===== config.mk =====
export PLATFORM = sky130hd
export DESIGN_NAME = sram_rr_arbiter
export DESIGN_NICKNAME = d
export VERILOG_FILES = /design/src/rtl/sram_arb_pkg.sv /design/src/rtl/sram_rr_pick.sv /design/src/rtl/sram_rr_arbiter.sv
export SDC_FILE = /design/constraint.sdc
export NUM_CORES = 1
export LEC_CHECK = 0
export CAP_MARGIN = 20
export CORE_MARGIN = 4
export CORE_UTILIZATION = 34
export DETAILED_ROUTE_END_ITERATION = 8
export PLACE_DENSITY_LB_ADDON = 0.2
export SLEW_MARGIN = 20
export SYNTH_ARGS = -nofsm -noshare
export SYNTH_HDL_FRONTEND = slang
export SYNTH_SLANG_ARGS = --single-unit

===== constraint.sdc =====
create_clock -name CLK -period 1.9 [get_ports CLK]
set_input_delay 0.285 -clock CLK [delete_from_list [all_inputs] [get_ports CLK]]
set_output_delay 0.285 -clock CLK [all_outputs]
set_load 0.005 [all_outputs]

===== src/rtl/sram_arb_pkg.sv =====
// Shared types and constants for the two-port SRAM round-robin arbiter.
// Optional statistics counters in the top are enabled by SRAM_ARB_STATS_EN.
package sram_arb_pkg;

  localparam int ARB_DW = 32;
  localparam int ARB_AW = 11;

  localparam logic P0 = 1'b0;
  localparam logic P1 = 1'b1;

  typedef enum logic [1:0] {
    IDLE = 2'd0,
    OWN0 = 2'd1,
    OWN1 = 2'd2
  } owner_e;

endpackage


===== src/rtl/sram_rr_pick.sv =====
// Combinational 2-way picker: a locked owner keeps priority while it requests,
// otherwise contention is resolved by the round-robin pointer.
module sram_rr_pick
  import sram_arb_pkg::*;
(
  input  logic [1:0] req,
  input  logic       rr_ptr,
  input  owner_e     owner,
  output logic [1:0] gnt
);

  // Owner first, then round-robin on contention, else the lone requester.
  always_comb begin
    gnt = 2'b00;
    if ((owner == OWN0) && req[P0]) begin
      gnt = 2'b01;
    end else if ((owner == OWN1) && req[P1]) begin
      gnt = 2'b10;
    end else if (req == 2'b11) begin
      gnt = (rr_ptr == P1) ? 2'b10 : 2'b01;
    end else begin
      gnt = req;
    end
  end

endmodule


===== src/rtl/sram_rr_arbiter.sv =====
// Shares one single-port SRAM between two valid/ready requesters with bounded lock bursts.
// Define SRAM_ARB_STATS_EN to add saturating grant/conflict counters.
module sram_rr_arbiter
  import sram_arb_pkg::*;
#(
  parameter int DW        = ARB_DW,
  parameter int AW        = ARB_AW,
  parameter int MAX_BURST = 8
) (
  input  logic          CLK,
  input  logic          RESET_N,
  input  logic          req0,
  input  logic          we0,
  input  logic          lock0,
  input  logic [AW-1:0] addr0,
  input  logic [DW-1:0] wdata0,
  output logic          gnt0,
  output logic          rvalid0,
  input  logic          req1,
  input  logic          we1,
  input  logic          lock1,
  input  logic [AW-1:0] addr1,
  input  logic [DW-1:0] wdata1,
  output logic          gnt1,
  output logic          rvalid1,
  output logic [DW-1:0] rdata,
  output logic          sram_cen,
  output logic          sram_wen,
  output logic [AW-1:0] sram_a,
  output logic [DW-1:0] sram_d,
  input  logic [DW-1:0] sram_q
`ifdef SRAM_ARB_STATS_EN
  ,
  output logic [31:0]   stat_gnt0,
  output logic [31:0]   stat_gnt1,
  output logic [31:0]   stat_conflict
`endif
);

  localparam logic [8:0] MAX_B9 = 9'(MAX_BURST);

  owner_e        owner_r, owner_s;
  logic          rr_ptr_r, rr_ptr_s;
  logic [7:0]    burst_cnt_r, burst_cnt_s;
  logic [8:0]    base_s, next_cnt_s;
  logic [1:0]    pick_s, gnt_s;
  logic          any_gnt_s, gnt_port_s;
  logic          sel_we_s, sel_lock_s;
  logic [AW-1:0] sel_addr_s, a_hold_r;
  logic [DW-1:0] sel_wdata_s, d_hold_r, rdata_r;
  logic          rvalid0_r, rvalid1_r;

  sram_rr_pick u_pick (
    .req    ({req1, req0}),
    .rr_ptr (rr_ptr_r),
    .owner  (owner_r),
    .gnt    (pick_s)
  );

  // Reset suppresses grants for the whole reset cycle, not just from the next edge.
  assign gnt_s      = RESET_N ? pick_s : 2'b00;
  assign any_gnt_s  = |gnt_s;
  assign gnt_port_s = gnt_s[1];

  // Granted-port mux plus ownership / burst / round-robin next state.
  always_comb begin
    sel_we_s    = gnt_port_s ? we1    : we0;
    sel_lock_s  = gnt_port_s ? lock1  : lock0;
    sel_addr_s  = gnt_port_s ? addr1  : addr0;
    sel_wdata_s = gnt_port_s ? wdata1 : wdata0;
    base_s      = 9'd0;
    next_cnt_s  = 9'd1;
    owner_s     = IDLE;
    burst_cnt_s = 8'd0;
    rr_ptr_s    = rr_ptr_r;
    if (any_gnt_s) begin
      rr_ptr_s = ~gnt_port_s;
      if (((owner_r == OWN0) && (gnt_port_s == P0)) || ((owner_r == OWN1) && (gnt_port_s == P1))) begin
        base_s = {1'b0, burst_cnt_r};
      end else begin
        base_s = 9'd0;
      end
      next_cnt_s = base_s + 9'd1;
      if (sel_lock_s && (next_cnt_s < MAX_B9)) begin
        owner_s     = gnt_port_s ? OWN1 : OWN0;
        burst_cnt_s = next_cnt_s[7:0];
      end else begin
        owner_s     = IDLE;
        burst_cnt_s = 8'd0;
      end
    end else begin
      owner_s     = IDLE;
      burst_cnt_s = 8'd0;
    end
  end

  // Arbiter state, read-return pipeline and held SRAM pin values.
  always_ff @(posedge CLK) begin
    if (!RESET_N) begin
      owner_r     <= IDLE;
      rr_ptr_r    <= P0;
      burst_cnt_r <= 8'd0;
      rvalid0_r   <= 1'b0;
      rvalid1_r   <= 1'b0;
      a_hold_r    <= {AW{1'b0}};
      d_hold_r    <= {DW{1'b0}};
      rdata_r     <= {DW{1'b0}};
    end else begin
      owner_r     <= owner_s;
      rr_ptr_r    <= rr_ptr_s;
      burst_cnt_r <= burst_cnt_s;
      rvalid0_r   <= gnt_s[0] & ~we0;
      rvalid1_r   <= gnt_s[1] & ~we1;
      if (any_gnt_s) begin
        a_hold_r <= sel_addr_s;
        d_hold_r <= sel_wdata_s;
      end
      if (rvalid0_r | rvalid1_r) begin
        rdata_r <= sram_q;
      end
    end
  end

  // Pending returns are discarded as soon as reset is seen.
  assign gnt0     = gnt_s[0];
  assign gnt1     = gnt_s[1];
  assign rvalid0  = rvalid0_r & RESET_N;
  assign rvalid1  = rvalid1_r & RESET_N;
  assign sram_cen = ~any_gnt_s;
  assign sram_wen = any_gnt_s ? ~sel_we_s : 1'b1;
  assign sram_a   = !RESET_N ? {AW{1'b0}} : (any_gnt_s ? sel_addr_s  : a_hold_r);
  assign sram_d   = !RESET_N ? {DW{1'b0}} : (any_gnt_s ? sel_wdata_s : d_hold_r);
  assign rdata    = !RESET_N ? {DW{1'b0}} : ((rvalid0_r | rvalid1_r) ? sram_q : rdata_r);

`ifdef SRAM_ARB_STATS_EN
  logic [31:0] stat_gnt0_r, stat_gnt1_r, stat_conflict_r;

  // Saturating grant and contention counters.
  always_ff @(posedge CLK) begin
    if (!RESET_N) begin
      stat_gnt0_r     <= 32'd0;
      stat_gnt1_r     <= 32'd0;
      stat_conflict_r <= 32'd0;
    end else begin
      if (gnt_s[0] && (stat_gnt0_r != 32'hFFFF_FFFF)) begin
        stat_gnt0_r <= stat_gnt0_r + 32'd1;
      end
      if (gnt_s[1] && (stat_gnt1_r != 32'hFFFF_FFFF)) begin
        stat_gnt1_r <= stat_gnt1_r + 32'd1;
      end
      if (req0 && req1 && (stat_conflict_r != 32'hFFFF_FFFF)) begin
        stat_conflict_r <= stat_conflict_r + 32'd1;
      end
    end
  end

  assign stat_gnt0     = stat_gnt0_r;
  assign stat_gnt1     = stat_gnt1_r;
  assign stat_conflict = stat_conflict_r;
`endif

endmodule

=== Word-level counts from Yosys, hierarchy flattened ===
Index checks and enable logic that the tools add are counted.
Widths: inputs -> output; s select.

* $add $sub $neg: 1
* $lt $le $gt $ge: 1
* Eq/ne operators: 3
* Multiplexer cells: 19
* Bitwise logic cells: 10
* Reductions and logical operators: 8

{| class="wikitable"
|+ Operator list
! kind !! count
|-
| $mux 32 || 5
|-
| $mux 11 || 3
|-
| $mux 2 || 6
|-
| $add 9x1->9 const B || 1
|-
| $lt 9x4->1 const B || 1
|-
| $mux 9 || 1
|-
| $mux 8 || 1
|-
| $logic_and 1x1->1 || 5
|-
| $not 1->1 || 5
|-
| $and 1x1->1 || 4
|-
| $eq 2x2->1 const B || 2
|-
| $mux 1 || 3
|-
| $reduce_and 3->1 || 1
|-
| $eq 2x1->1 const B || 1
|-
| $reduce_or 2->1 || 1
|-
| $logic_or 1x1->1 || 1
|-
| $or 1x1->1 || 1
|}

* Bits in registers: 88
* Input port bits: 126
* Word-level logic and storage cells: 50

=== Depth between registers and ports, before layout ===
* Depth after elaboration: 14
* Mapped depth: 10
* Depth with buffers taken out: 9

=== Modules after synthesis ===
A second synthesis with hierarchy kept.

* Cell total of the unflattened synthesis: 435
* Area, all modules: 3761.1 um2

{| class="wikitable"
|+ Modules (own cells, without submodules)
! module !! times used !! cells an instance !! area each (um2) !! seq. area each (um2)
|-
| sram_rr_arbiter || 1 || 428 || 3706.1 || 1761.7
|-
| sram_rr_pick || 1 || 7 || 55.1 || 0.0
|}

=== Worst setup path after synthesis ===
No wires, ideal clock.

* Path type: in2reg
* Start point: in RESET_N
* End point: reg burst_cnt_r[2]
* Data arrival time: 1.782 ns
* Required time: 1.770 ns
* Path slack: -0.012 ns
* Cell stages on the path: 10
* Path buffers: 1
* Cells stage by stage: buf_2 and3b_1 o22ai_2 and2_1 ha_1 xnor2_1 a31oi_1 a21oi_1 o21ai_1 nor3_1

* Word-level cells in the longest chain between the ends: 10
* Elaborated cells on any way between the ends: 13

{| class="wikitable"
|+ Ends and longest elaborated chain
! item !! RTL line !! RTL
|-
| start, declared || sram_rr_arbiter.sv:11 || <nowiki>input logic RESET_N,</nowiki>
|-
| $mux 2 || sram_rr_arbiter.sv:61 || <nowiki>assign gnt_s = RESET_N ? pick_s : 2'b00;</nowiki>
|-
| $not 1->1 || sram_rr_arbiter.sv:78 || <nowiki>if (((owner_r == OWN0) && (gnt_port_s == P0)) || ((owner_r == OWN1) && (gnt_port_s == P1))) begin</nowiki>
|-
| $logic_and 1x1->1 || sram_rr_arbiter.sv:78 ||
|-
| $logic_or 1x1->1 || sram_rr_arbiter.sv:78 ||
|-
| $mux 8 || sram_rr_arbiter.sv:78 ||
|-
| $mux 9 || sram_rr_arbiter.sv:76 || <nowiki>if (any_gnt_s) begin</nowiki>
|-
| $add 9x1->9 || sram_rr_arbiter.sv:83 || <nowiki>next_cnt_s = base_s + 9'd1;</nowiki>
|-
| $lt 9x4->1 || sram_rr_arbiter.sv:84 || <nowiki>if (sel_lock_s && (next_cnt_s < MAX_B9)) begin</nowiki>
|-
| $logic_and 1x1->1 || sram_rr_arbiter.sv:84 ||
|-
| $reduce_and 3->1 (no line) || n/a ||
|-
| end signal, assigned || sram_rr_arbiter.sv:111 || <nowiki>burst_cnt_r <= burst_cnt_s;</nowiki>
|-
| end, declared || sram_rr_arbiter.sv:44 || <nowiki>logic [7:0] burst_cnt_r, burst_cnt_s;</nowiki>
|}

Several ways; a longest one is shown, not always the timed one. The select of a mux whose other input is x is not followed.
A chain may end at the register's enable or synchronous reset.

=== Worst setup path in the final report ===
* Start point: reg owner_r[1]
* End point: out sram_d[18]

* Word-level cells in the longest chain between the ends: 8
* Elaborated cells on any way between the ends: 11

{| class="wikitable"
|+ Ends and longest elaborated chain
! item !! RTL line !! RTL
|-
| start, declared || sram_rr_arbiter.sv:42 || <nowiki>owner_e owner_r, owner_s;</nowiki>
|-
| start signal, assigned || sram_rr_arbiter.sv:109 || <nowiki>owner_r <= owner_s;</nowiki>
|-
| $eq 2x2->1 || sram_rr_pick.sv:17 || <nowiki>end else if ((owner == OWN1) && req[P1]) begin</nowiki>
|-
| $logic_and 1x1->1 || sram_rr_pick.sv:17 ||
|-
| $mux 2 || sram_rr_pick.sv:17 ||
|-
| $mux 2 * || sram_rr_pick.sv:15 || <nowiki>if ((owner == OWN0) && req[P0]) begin</nowiki>
|-
| $mux 2 * || sram_rr_arbiter.sv:61 ||
|-
| $mux 32 or $reduce_or 2->1 (tied branches) || sram_rr_arbiter.sv:70, sram_rr_arbiter.sv:62 ||
|-
| $mux 32 * (2 in series) || n/a ||
|-
| end, declared || sram_rr_arbiter.sv:30 || <nowiki>output logic [DW-1:0] sram_d,</nowiki>
|}

Mark *: on every way between the ends. The rest lies on a longest branch, timed or not.

==> results.cfg <==
[outcome]
outcome = complete, but fails checks
failed_checks = negative setup slack

[worst_hold_path]
whs_endpoint = rdata_r[0]
holdCritStartpoint = rdata_r[0]
min_path_type = reg -> reg
holdPathStages = 2

[clocking]
root_buffer = clkbuf_8
cts_hold_buf = 0
cts_tree = yes
cts_buffers = 9
htreeDepth = 3
clkSlewWorstSetupHoldPaths_ns = 0.08
clkLatencyLatePin_ns = 0.35
cts.sinks = 88
clockBufferDepth = 2

[power]
power_mw = 4.56
p_per_area_nw_per_um2 = 636
ir_drop_uv = 312
p_leak_nw = 2.92

[cells_and_area]
num-nets-final = 841
drive_gt1_share_pct = 40.5
syn_to_final_growth_pct = 99.9
utilization_pct = 69.8
antenna_cells = 0

[critical_path]
timing_worst_setup_path_type = reg -> out
reg2reg_from = owner_r[1]
cp-end-kind = output pin
r2r-end = a_hold_r[5]
required_ns = 1.62
ff2ff_setup_slack_ns = -0.26
crit_path_cell_trace = nor2b_4 > o211ai_2 > nand3_4 > clkinv_8 > buf_8 > buf_6 > nand2_2 > a31oi_2 > buf_2
cpPeakStageDelay_ns = 0.33
crit_path_start_kind = register
crit_fanout = 7
cpMaxStageDelayCell = dfxtp_2
crit_family = buffers and inverters
crit_arrival_ns = 1.94
critPathBufInv = 4
reg2regPathDepth = 13

[timing]
finClkSkew_ns = 0.00903
whs_ns = 0.450
hold_viol_final = 0
max_clock_freq_mhz = 448
setup_violations = 46
period_minus_slack_ns = 2.23
finalSetupTns_ns = -12.74
drv_slew = 0
rsz0062_at_grt = true
finalWorstSetupSlack_ns = -0.330
fin_crit_sh_pct = 117

[global_routing]
grtUsageMet3_pct = 6.66
overflow = 0
grtUsageTotal_pct = 22.4
grt.busiest_layer = met2
use_met1_pct = 25.9
grt_pass1_vias = 4332
antenna_found_initial = 0
grt_max_degree = 54
grtUsageMet2_pct = 38.4
grt_first_pass_wirelength_um = 22100

[job]
drv_cap = 0

[yosys]
synth_edf_count = 0
ys_seq_area_share_pct = 49.1
yosysTopAreaCellShare_pct = 49.1
synth_commonest_cells = nand2_1, dfxtp_1, a31oi_1
synth_ff_type = dfxtp_1
synth_cell_type_count = 39
ys_warn_count = 0
async_flop_share_pct = 0
yosysMostFrequentCell = nand2_1
synthCells = 443
synth_top_cell_by_area = dfxtp_1
synth_area_per_cell_sq_um = 8.10
synth_area_leaders = dfxtp_1, nand2_1, a31oi_1
netlist_area_sq_um = 3590
synth_seq_cells = 88

[routing]
first_pass_iters = 4
num_vias = 4291
via_per_inst = 5.02
route.detailed.drc = 0
ant_nets = 0
wl_per_cell_um = 17.2
drt-initial-drc-count = 162
drt_wl_total_um = 14700

[die]
initial_utilization_pct = 34.9
die_area_sq_um = 12300
fp.dieW_um = 111
fp.coreArea_sq_um = 10300
placementRows = 37
io-pin-count = 207
die_height_um = 111

[place]
dp_hpwl_um = 8980
numPortBuffers = 206
gp_congestion = 0.818
logic make-up after synthesis:
logic type	synth area share, %
other	0.105
adders and majority gates	0.349
DFF	49.1
buffers and inverters	5.62
AOI/OAI and AO/OA	23.1
xor gates and xnor gates	0.733
muxes	0.279
and+or+nand+nor	20.7
layout by cell type, fill, tap and decap left out, drive strengths merged, types with 2 or more instances in the layout:
| cell | synthesis | routed |
|---|---|---|
| nand2 | 154 | 154 |
| buf | 14 | 135 |
| clkdlybuf4s50 | 0 | 125 |
| dfxtp | 88 | 88 |
| o21ai | 46 | 46 |
| a31oi | 45 | 45 |
| clkbuf | 20 | 37 |
| a21boi | 32 | 32 |
| conb | 1 | 5 |
| nor2 | 5 | 5 |
| and2 | 5 | 5 |
| nor2b | 4 | 4 |
| clkinv | 0 | 3 |
| and3 | 2 | 2 |
| nand4 | 2 | 2 |
| a21oi | 2 | 2 |
| bufbuf | 0 | 2 |
| nand2b | 2 | 2 |
| a21o | 1 | 2 |
| inv | 3 | 2 |
| xnor2 | 2 | 2 |
| nor3 | 2 | 2 |
| clkdlybuf4s15 | 0 | 2 |
worst max-delay path by stage:
stage	start	end	slack, ns	cells after the start
after detailed placement	req0	sram_d[1]	-0.83	6
after CTS	owner_r[1]	sram_d[23]	-0.39	8
after global routing	owner_r[1]	sram_d[14]	-0.48	9
after floorplan	RESET_N	burst_cnt_r[2]	0.02	9
final	owner_r[1]	sram_d[18]	-0.33	9
after global placement	req0	sram_d[1]	-0.79	6
sequential cells by signal, indices dropped and copies added, names as in the netlist:
name / flops
rdata_r: 32
owner_r: 2
d_hold_r: 32
burst_cnt_r: 8
rr_ptr_r: 1
rvalid0_r: 1
a_hold_r: 11
rvalid1_r: 1
worst reg2reg max path: stages (launching register included):
cell       delay, ns
dfxtp_2         0.33
nor2b_4         0.14
o211ai_2        0.21
nand3_4         0.16
buf_4           0.19
clkbuf_16       0.16
nand2_1         0.10
a31oi_4         0.08
buf_4           0.14
buf_4           0.12
buf_4           0.12
buf_6           0.10
buf_6           0.10
buf_6           0.10
final cells by class:
type,count,area [sq um]
fillers,825,3110
repair buffers,289,2760
multi-input cells,323,2240
flip-flops and latches,88,1770
well taps,136,170
clock buffers,13,159
clock inverters,3,40.0
inverters,3,31.3
per-layer routing:
layer	part of all wire (%)	wire length [um]
met5	0	0
met4	2.9	423
met3	7.2	1060
met2	49	7290
met1	40	5960
where the power goes:
part / switching, mW / internal (mW)
sequential: 0.0466 / 1.96
clock: 0.640 / 0.678
combinational: 0.518 / 0.719
total: 1.20 / 3.36
per-stage QoR:
stage                     instance area (sq um)  setup WS (ns)  cells
after floorplan                            3610         0.0216    447
after global placement                     5960         -0.790    785
after detailed placement                   5960         -0.832    785
after CTS                                  6800         -0.386    849
after global routing                       7170         -0.484    855
final                                      7170         -0.330    855
what timing repair did:
| action | CTS | global route |
|---|---|---|
| setup endpoints to repair | 84 | 80 |
| setup buffers | 38 | 6 |
| resized for setup | 394 | 127 |
| pin swaps | 52 | 39 |
| gates cloned | 11 | 5 |
Power figures use the tool's default switching activity.
